--- config.mk ---
export PLATFORM = sky130hd
export DESIGN_NAME = rgb_ctrl_sequencer
export DESIGN_NICKNAME = d
export VERILOG_FILES = /design/src/rtl/rgb_ctrl_sequencer.sv
export SDC_FILE = /design/constraint.sdc
export NUM_CORES = 1
export LEC_CHECK = 0
export CORE_ASPECT_RATIO = 1.1
export CORE_MARGIN = 5
export CORE_UTILIZATION = 40
export CTS_CLUSTER_SIZE = 25
export DETAILED_ROUTE_END_ITERATION = 12
export PLACE_DENSITY = 0.62
export SYNTH_ARGS = -nofsm -noshare
export SYNTH_HDL_FRONTEND = slang
export SYNTH_SLANG_ARGS = --single-unit
--- constraint.sdc ---
create_clock -name clk -period 2.63 [get_ports clk]
set_input_delay 0.6575 -clock clk [delete_from_list [all_inputs] [get_ports clk]]
set_output_delay 0.6575 -clock clk [all_outputs]
set_load 0.02 [all_outputs]
--- src/rtl/rgb_ctrl_sequencer.sv ---
// ----------------------------------------------------------------------------
// rgb_ctrl_sequencer: key/demo driven RGB control settings, applied on frames
// Revision: 1.0
// ----------------------------------------------------------------------------
`default_nettype none

module rgb_ctrl_sequencer #(
  parameter int DEMO_FRAMES = 60
) (
  input  logic       clk,
  input  logic       reset,
  input  logic       key_sel,
  input  logic       key_en,
  input  logic       key_lvl,
  input  logic       demo_en,
  input  logic       vsync,
  output logic       Icontrol1,
  output logic       Icontrol2,
  output logic       rIenable,
  output logic       gIenable,
  output logic       bIenable,
  output logic       brightLevel,
  output logic [1:0] sel_idx,
  output logic       dirty
);

  localparam logic [1:0] SEL_R      = 2'd0;
  localparam logic [1:0] SEL_G      = 2'd1;
  localparam logic [1:0] SEL_B      = 2'd2;
  localparam logic [1:0] SEL_BRIGHT = 2'd3;

  localparam logic [7:0] DEMO_LAST = 8'(DEMO_FRAMES - 1);

  logic       key_sel_q, key_en_q, key_lvl_q, vsync_q, armed_q;
  logic [1:0] sel_q, sel_d;
  logic [1:0] pend_lvl_q, pend_lvl_d;
  logic [3:0] pend_en_q, pend_en_d;
  logic [1:0] act_sel_q, act_sel_d;
  logic [1:0] act_lvl_q, act_lvl_d;
  logic [3:0] act_en_q, act_en_d;
  logic [7:0] cnt_q, cnt_d;
  logic       dirty_q, dirty_d;

  logic       frame_start;
  logic       press_sel, press_en, press_lvl;
  logic       demo_step, demo_wrap;
  logic [3:0] sel_onehot;

  // armed_q masks the first free cycle so a key held through reset is not a press
  assign press_sel   = key_sel & ~key_sel_q & armed_q & ~demo_en;
  assign press_en    = key_en  & ~key_en_q  & armed_q & ~demo_en;
  assign press_lvl   = key_lvl & ~key_lvl_q & armed_q & ~demo_en;
  assign frame_start = vsync & ~vsync_q;

  // Selection FSM: state register
  always_ff @(posedge clk) begin
    if (reset) begin
      sel_q <= SEL_R;
    end else begin
      sel_q <= sel_d;
    end
  end

  // Selection FSM: next state
  always_comb begin
    sel_d = sel_q;
    if (demo_wrap || press_sel) begin
      case (sel_q)
        SEL_R:      sel_d = SEL_G;
        SEL_G:      sel_d = SEL_B;
        SEL_B:      sel_d = SEL_BRIGHT;
        SEL_BRIGHT: sel_d = SEL_R;
        default:    sel_d = SEL_R;
      endcase
    end
  end

  // Selection FSM: outputs
  always_comb begin
    sel_idx    = sel_q;
    sel_onehot = 4'b0001 << sel_q;
  end

  // Demo frame counter and level step
  always_comb begin
    cnt_d     = cnt_q;
    demo_step = 1'b0;
    if (!demo_en) begin
      cnt_d = 8'd0;
    end else if (frame_start) begin
      if (cnt_q == DEMO_LAST) begin
        cnt_d     = 8'd0;
        demo_step = 1'b1;
      end else begin
        cnt_d = cnt_q + 8'd1;
      end
    end
    demo_wrap = demo_step && (pend_lvl_q == 2'd3);
  end

  always_comb begin
    pend_lvl_d = pend_lvl_q;
    pend_en_d  = pend_en_q;
    if (demo_step || press_lvl) begin
      pend_lvl_d = pend_lvl_q + 2'd1;
    end
    if (demo_wrap) begin
      pend_en_d = 4'b0001 << sel_d;
    end else if (press_en) begin
      pend_en_d = pend_en_q ^ sel_onehot;
    end
  end

  // The active set samples pending before this cycle's updates land
  always_comb begin
    act_sel_d = act_sel_q;
    act_lvl_d = act_lvl_q;
    act_en_d  = act_en_q;
    if (frame_start) begin
      act_sel_d = sel_q;
      act_lvl_d = pend_lvl_q;
      act_en_d  = pend_en_q;
    end
    dirty_d = {sel_d, pend_lvl_d, pend_en_d} != {act_sel_d, act_lvl_d, act_en_d};
  end

  always_ff @(posedge clk) begin
    if (reset) begin
      key_sel_q  <= 1'b0;
      key_en_q   <= 1'b0;
      key_lvl_q  <= 1'b0;
      vsync_q    <= 1'b0;
      armed_q    <= 1'b0;
      pend_lvl_q <= 2'd3;
      pend_en_q  <= 4'b0000;
      act_sel_q  <= SEL_R;
      act_lvl_q  <= 2'd3;
      act_en_q   <= 4'b0000;
      cnt_q      <= 8'd0;
      dirty_q    <= 1'b0;
    end else begin
      key_sel_q  <= key_sel;
      key_en_q   <= key_en;
      key_lvl_q  <= key_lvl;
      vsync_q    <= vsync;
      armed_q    <= 1'b1;
      pend_lvl_q <= pend_lvl_d;
      pend_en_q  <= pend_en_d;
      act_sel_q  <= act_sel_d;
      act_lvl_q  <= act_lvl_d;
      act_en_q   <= act_en_d;
      cnt_q      <= cnt_d;
      dirty_q    <= dirty_d;
    end
  end

  assign {Icontrol2, Icontrol1} = act_lvl_q;
  assign rIenable    = act_en_q[0];
  assign gIenable    = act_en_q[1];
  assign bIenable    = act_en_q[2];
  assign brightLevel = act_en_q[3];
  assign dirty       = dirty_q;

endmodule

`default_nettype wire

==> impl_metrics.toml, run 1 <==
[outcome]
status = "completed"

[clocking]
cts_tree = "done"
clk_latency_ps = 280
cts-resized-gates = 0
clkTransAtPathRegs_ps = 70
cts_sinks = 30
htreeDepth = 2
cts_made_buffers = 5
cts-hold-fix-buffers = 0
clk_path_buf_depth = 2
root_buffer = "clkbuf_8"
cts_setup_buffers = 0

[detailed_routing]
drt_iter0_drc = 43
drc = 0
wl_um = 3750
ant_nets = 0
vias = 1394
vias_per_cell = 4.98
avgRoutedWirePerCell_um = 13.4
first_pass_iters = 4

[worst_hold_path]
hold_end = "act_en_q[3]"
whs_path_depth = 2
min_path_type = "register to register"
worstHoldStart = "act_en_q[3]"

[final_layout]
fin_cells = 280
multi_input_area_um2 = 991
final_common_cell = "nand2_1"
final_cell_mix = "32 x nand2_1, 30 x dfxtp_1, 21 x nor2_1, 15 x clkdlybuf4s50_1, 15 x buf_4"
layout.nets = 240
regArea_um2 = 601
nFillCells = 415
n_antenna_cell = 0
drive_gt1_share_pct = 12.7
area_growth_pct = 23.8

[logic_synthesis]
syn-num-nets = 211
synth_top_cell_by_area = "dfxtp_1"
synth_top_area_share_pct = 36.7
netlist_instances = 198
synth.yosys.warnings = 0
synth_compound_area_share_pct = 12.6
synth_cell_type_count = 45
synthArstFlopShare_pct = 0
synth_top_family_by_area = "simple AND/OR/NAND/NOR gates"
yosys.area_share.simple_pct = 29.7
yosys_most_used_dff = "dfxtp_1"
synthMuxAreaShare_pct = 1.91
synth_area_leaders = "dfxtp_1 37%, nand2_1 7.3%, xor2_1 7.0%"
synth_xor_area_share_pct = 11.8
synth_adder_area_share_pct = 4.59
ys_seq_area_share_pct = 36.7
syn_area_mm2 = 0.00164
synth_edf_count = 0
syn_area_per_cell_um2 = 8.27
synth-seq-cells = 30

[global_routing]
globalRouteOverflowTotal = 0
grt_pass1_wl_um = 6420
grt_usage_pct = 14.6
antenna_found_initial = 0
grt_pass1_vias = 1388
grt_max_degree = 16

[worst_setup_path]
cpPeakStageDelay_ps = 460
worstPathRequired_ps = 2800
reg2reg_slack_ps = 450
path_cells = "clkdlybuf4s50_1 -> nand2b_1 -> mux2_2 -> o311ai_0 -> o211ai_1 -> nor4_1 -> a31oi_1"
r2r-end = "dirty"
start_kind = "input pin"
arrival_ps = 2490
critPathKind = "input pin to register"
cp_max_fo = 4
cp-end-kind = "register"
reg2reg_depth = 8
reg2reg_from = "sel_idx[0]"
cp-startpoint = "vsync"
critPathSlowestCell = "clkdlybuf4s50_1"

[die]
die_h_um = 77.1
design.core.area_mm2 = 0.00396
dieArea_mm2 = 0.00547
initial_core_util_pct = 41.3
io-pin-count = 16
rows = 24
die_w_um = 71.0

[sta]
max_freq_mhz = 430
rsz0062_at_grt = "false"
period_needed_ps = 2330
maxSlewHeadroom_pct = 73.3
skew_ps = 8.29
finalHoldWorstSlack_ps = 488
fin_crit_sh_pct = 88.5
hold_viol = 0
maxSlewViolCount = 0
tightestPinTransition_ps = 398
finalSetupViolCount = 0
tns_ps = 0

[power_and_ir_drop]
irDropWorstVdd_uv = 313
power_density_mw_per_mm2 = 490
leakagePower_nw = 0.781

[place]
io_buffers = 15
dp_cells = 272
place_congestion = 0.802
dp_hpwl_um = 2740

[job]
cap_violations = 0
==> kinds of logic (layout without fill, tap and decap cells) <==
kind of cell    Yosys count  in the layout
buf+inv                  12             42
mux                       3              3
simple gates             94             94
xor+xnor                 22             22
fa+ha+maj                 6              6
compound gates           31             31
flops                    30             30
==> worst max-delay path: cells and delay by family <==
kind            cells  cell delay, ps
compound gates      3             640
buf+inv             1             460
mux                 1             340
simple gates        2             400
==> synthesized netlist by cell type (2+ instances only) <==
cell type / count
a211oi_1: 5
a21oi_1: 11
and3_1: 2
and4bb_1: 2
clkbuf_1: 7
dfxtp_1: 30
ha_1: 6
inv_1: 3
mux2i_1: 2
nand2_1: 32
nand3_1: 8
nand3b_1: 2
nor2_1: 21
nor2b_1: 5
nor3_1: 6
nor3b_1: 2
nor4_1: 2
o211ai_1: 2
o21ai_0: 3
or2_2: 2
xnor2_1: 9
xor2_1: 13
==> per-stage QoR <==
step	utilization, %	setup WS (ps)	total power [mW]	area [µm²]
final	51.1	302	0.993	2030
after global routing	51.1	112	1.04	2030
after CTS	51.1	307	1.01	2030
after detailed placement	48.8	9.71	0.621	1930
after global placement	48.8	28.4	0.621	1930
after floorplan	-	377	0.570	1640
==> power by group <==
| group | internal, mW | switching [mW] | leakage (nW) | total [mW] |
|---|---|---|---|---|
| Clock | 0.211 | 0.170 | 0.0482 | 0.381 |
| Sequential | 0.468 | 0.0116 | 0.245 | 0.480 |
| Combinational | 0.0623 | 0.0694 | 0.488 | 0.132 |
| Total | 0.741 | 0.251 | 0.781 | 0.993 |
==> per-layer routing <==
| layer | vias to the layer above | share of wire, % | GRT usage (%) |
|---|---|---|---|
| met1 | 624 | 52 | 19.7 |
| met2 | 26 | 42 | 22.1 |
| met5 | - | 0 | 0 |
| met3 | 7 | 3.9 | 4.18 |
| li1 | 737 | - | - |
| met4 | 0 | 1.7 | 5.26 |
==> layout make-up <==
class	count	area share, %
multi-input cells	156	48.9
clock inverters	1	0.247
well taps	52	3.21
inverters	4	0.741
clock buffers	7	4.26
repair buffers	30	13.0
flip-flops and latches	30	29.6
==> sequential cells by signal, indices dropped and copies added (netlist names) <==
name and count:
vsync_q 1, armed_q 1, key_sel_q 1, act_en_q 4, pend_en_q 4, sel_idx 2, act_sel_q 2, key_lvl_q 1
pend_lvl_q 2, act_lvl_q 2, dirty 1, key_en_q 1, cnt_q 8
==> worst max path at each step <==
| stage | to | slack [ps] |
|---|---|---|
| global route | dirty | 110 |
| detailed placement | dirty | 10 |
| CTS | dirty | 310 |
| finish | dirty | 300 |
| global placement | dirty | 30 |
| floorplan | dirty | 380 |
Power figures use the tool's default switching activity.
==> run 2, diff against run 1 <==
--- a/config.mk
+++ b/config.mk
@@ -5,12 +5,14 @@
 export SDC_FILE = /design/constraint.sdc
 export NUM_CORES = 1
 export LEC_CHECK = 0
+export ABC_CLOCK_PERIOD_IN_PS = 2630
 export CORE_ASPECT_RATIO = 1.1
 export CORE_MARGIN = 5
 export CORE_UTILIZATION = 40
 export CTS_CLUSTER_SIZE = 25
 export DETAILED_ROUTE_END_ITERATION = 12
 export PLACE_DENSITY = 0.62
+export SKIP_LAST_GASP = 1
 export SYNTH_ARGS = -nofsm -noshare
 export SYNTH_HDL_FRONTEND = slang
 export SYNTH_SLANG_ARGS = --single-unit
==> results of run 2 <==
Final layout, timing and power as in run 1 (identical DEF).
==> run 3, diff against run 2 <==
--- a/config.mk
+++ b/config.mk
@@ -5,7 +5,7 @@
 export SDC_FILE = /design/constraint.sdc
 export NUM_CORES = 1
 export LEC_CHECK = 0
-export ABC_CLOCK_PERIOD_IN_PS = 2630
+export ABC_CLOCK_PERIOD_IN_PS = 2200
 export CORE_ASPECT_RATIO = 1.1
 export CORE_MARGIN = 5
 export CORE_UTILIZATION = 40
==> constraint.sdc (replaced) <==
create_clock -name clk -period 2.2 [get_ports clk]
set_input_delay 0.55 -clock clk [delete_from_list [all_inputs] [get_ports clk]]
set_output_delay 0.55 -clock clk [all_outputs]
set_load 0.02 [all_outputs]
==> run 3 against run 2 <==
Compared with the run above: largest power group unchanged; critical path type is now register to register; final cell count increased by 7.5%; non-clock buffer count increased by 21; sequential power increased by 19%; final area increased by 9.9%; sequential cell count unchanged; largest cell class unchanged.
==> impl_metrics.toml, run 3 (synthesized netlist as in run 1, its figures left out) <==
[power_and_ir_drop]
leakagePower_nw = 0.911
irDropWorstVdd_uv = 439
total_power_mw = 1.21
power_density_mw_per_mm2 = 544

[detailed_routing]
ant_nets = 0
drt_iter0_drc = 69
vias_per_cell = 5.03
first_pass_iters = 4
drc = 0
vias = 1513
avgRoutedWirePerCell_um = 13.0
wl_um = 3920

[final_layout]
layout.nets = 261
area_growth_pct = 36.1
final_common_cell = "buf_4"
drive_gt1_share_pct = 22.9
final_core_util_pct = 56.2
largest-register = "cnt_q"
final_cell_mix = "36 x buf_4, 32 x nand2_1, 30 x dfxtp_1, 21 x nor2_1"
fin_cells = 301
n_antenna_cell = 0
top_regs = "cnt_q x8, act_en_q x4, pend_en_q x4"
largest_reg_flops = 8
design_area_mm2 = 0.00223

[place]
dp_cells = 292
dpl-instance-area_mm2 = 0.00208
dp_hpwl_um = 2890
io_buffers = 15
place_congestion = 0.836

[worst_setup_path]
critPathKind = "register to register"
path_cells = "or4b_4 -> nor4_4 -> buf_4 -> nor2_2 -> a22o_1 -> a211o_1 -> a31oi_1"
start_kind = "register"
critPathSlowestCell = "or4b_4"
cp-end-kind = "register"
cp_max_fo = 5
cpPeakStageDelay_ps = 560
worstPathRequired_ps = 2410
arrival_ps = 2290

[global_routing]
globalRouteOverflowTotal = 0
grt_pass1_wl_um = 6570
antenna_found_initial = 0
grt_max_degree = 16
grt_usage_pct = 14.7
grt_pass1_vias = 1436

[sta]
max_freq_mhz = 482
fin_crit_sh_pct = 94.4
hold_viol = 0
maxSlewViolCount = 0
skew_ps = 13.6
finalSetupViolCount = 0
tightestPinTransition_ps = 368
period_needed_ps = 2080
finalHoldWorstSlack_ps = 495
maxSlewHeadroom_pct = 75.4

[clocking]
cts_tree = "done"
htreeDepth = 2
clkTransAtPathRegs_ps = 70
cts_sinks = 30
cts_made_buffers = 5
clk_latency_ps = 280
clk_path_buf_depth = 2
root_buffer = "clkbuf_8"

[die]
io-pin-count = 16
design.core.area_mm2 = 0.00396
initial_core_util_pct = 41.3
die_w_um = 71.0
dieArea_mm2 = 0.00547
rows = 24
die_h_um = 77.1

[worst_hold_path]
min_path_type = "register to register"

[job]
cap_violations = 0

[outcome]
status = "completed"
run 3: changes by cell type in the layout (fill, tap and decap cells not counted), sizes merged:
cell,previous run,this run
clkdlybuf4s50,15,13
buf,15,36
dlymetal6s2s,0,2
run 3: worst paths after layout:
kind	slack (ps)	end	cells past startpoint	start
max	120	dirty	7	cnt_q[6]
min	500	act_sel_q[1]	2	act_sel_q[1]
max reg2reg	120	dirty	7	cnt_q[6]
min reg2reg	500	act_sel_q[1]	2	act_sel_q[1]
run 3: routing by layer:
layer | global-route usage (%) | wire (µm)
met1 | 19.3 | 1930
met4 | 5.08 | 27
met3 | 3.01 | 140
met2 | 23.7 | 1830
met5 | 0 | 0
run 3: cell type report:
type	instances	area, µm²
Multi-Input combinational cell	156	1030
Timing Repair Buffer	51	425
Clock buffer	7	86.3
Fill cell	377	1740
Clock inverter	1	5.00
Tap cell	52	65.1
Inverter	4	15.0
Sequential cell	30	601
run 3: power breakdown:
| group | switching (mW) | internal [mW] |
|---|---|---|
| Clock | 0.207 | 0.252 |
| Combinational | 0.0905 | 0.0904 |
| Sequential | 0.0132 | 0.560 |
run 3: per-stage QoR:
stage	setup WS, ps	setup TNS (ps)
finish	123	0
global route	-2.94	-2.94
CTS	9.76	0
detailed placement	-346	-546
global placement	-360	-615
floorplan	43.6	0
run 3: worst max-delay path: cells and delay by family, from the launching register on:
| family | cells | cell delay, ps |
|---|---|---|
| and+or+nand+nor | 3 | 890 |
| AOI/OAI and AO/OA | 3 | 620 |
| DFF | 1 | 340 |
| buffers and inverters | 1 | 170 |
run 3: what timing repair did:
item / CTS / global route
buffers inserted: 0 / 1
hold buffers: 0 / 0
setup endpoints to repair: 1 / 1
pin swaps: 1 / 4
resized for setup: 3 / 8
hold endpoints to repair: 0 / 0
cloned: 0 / 0
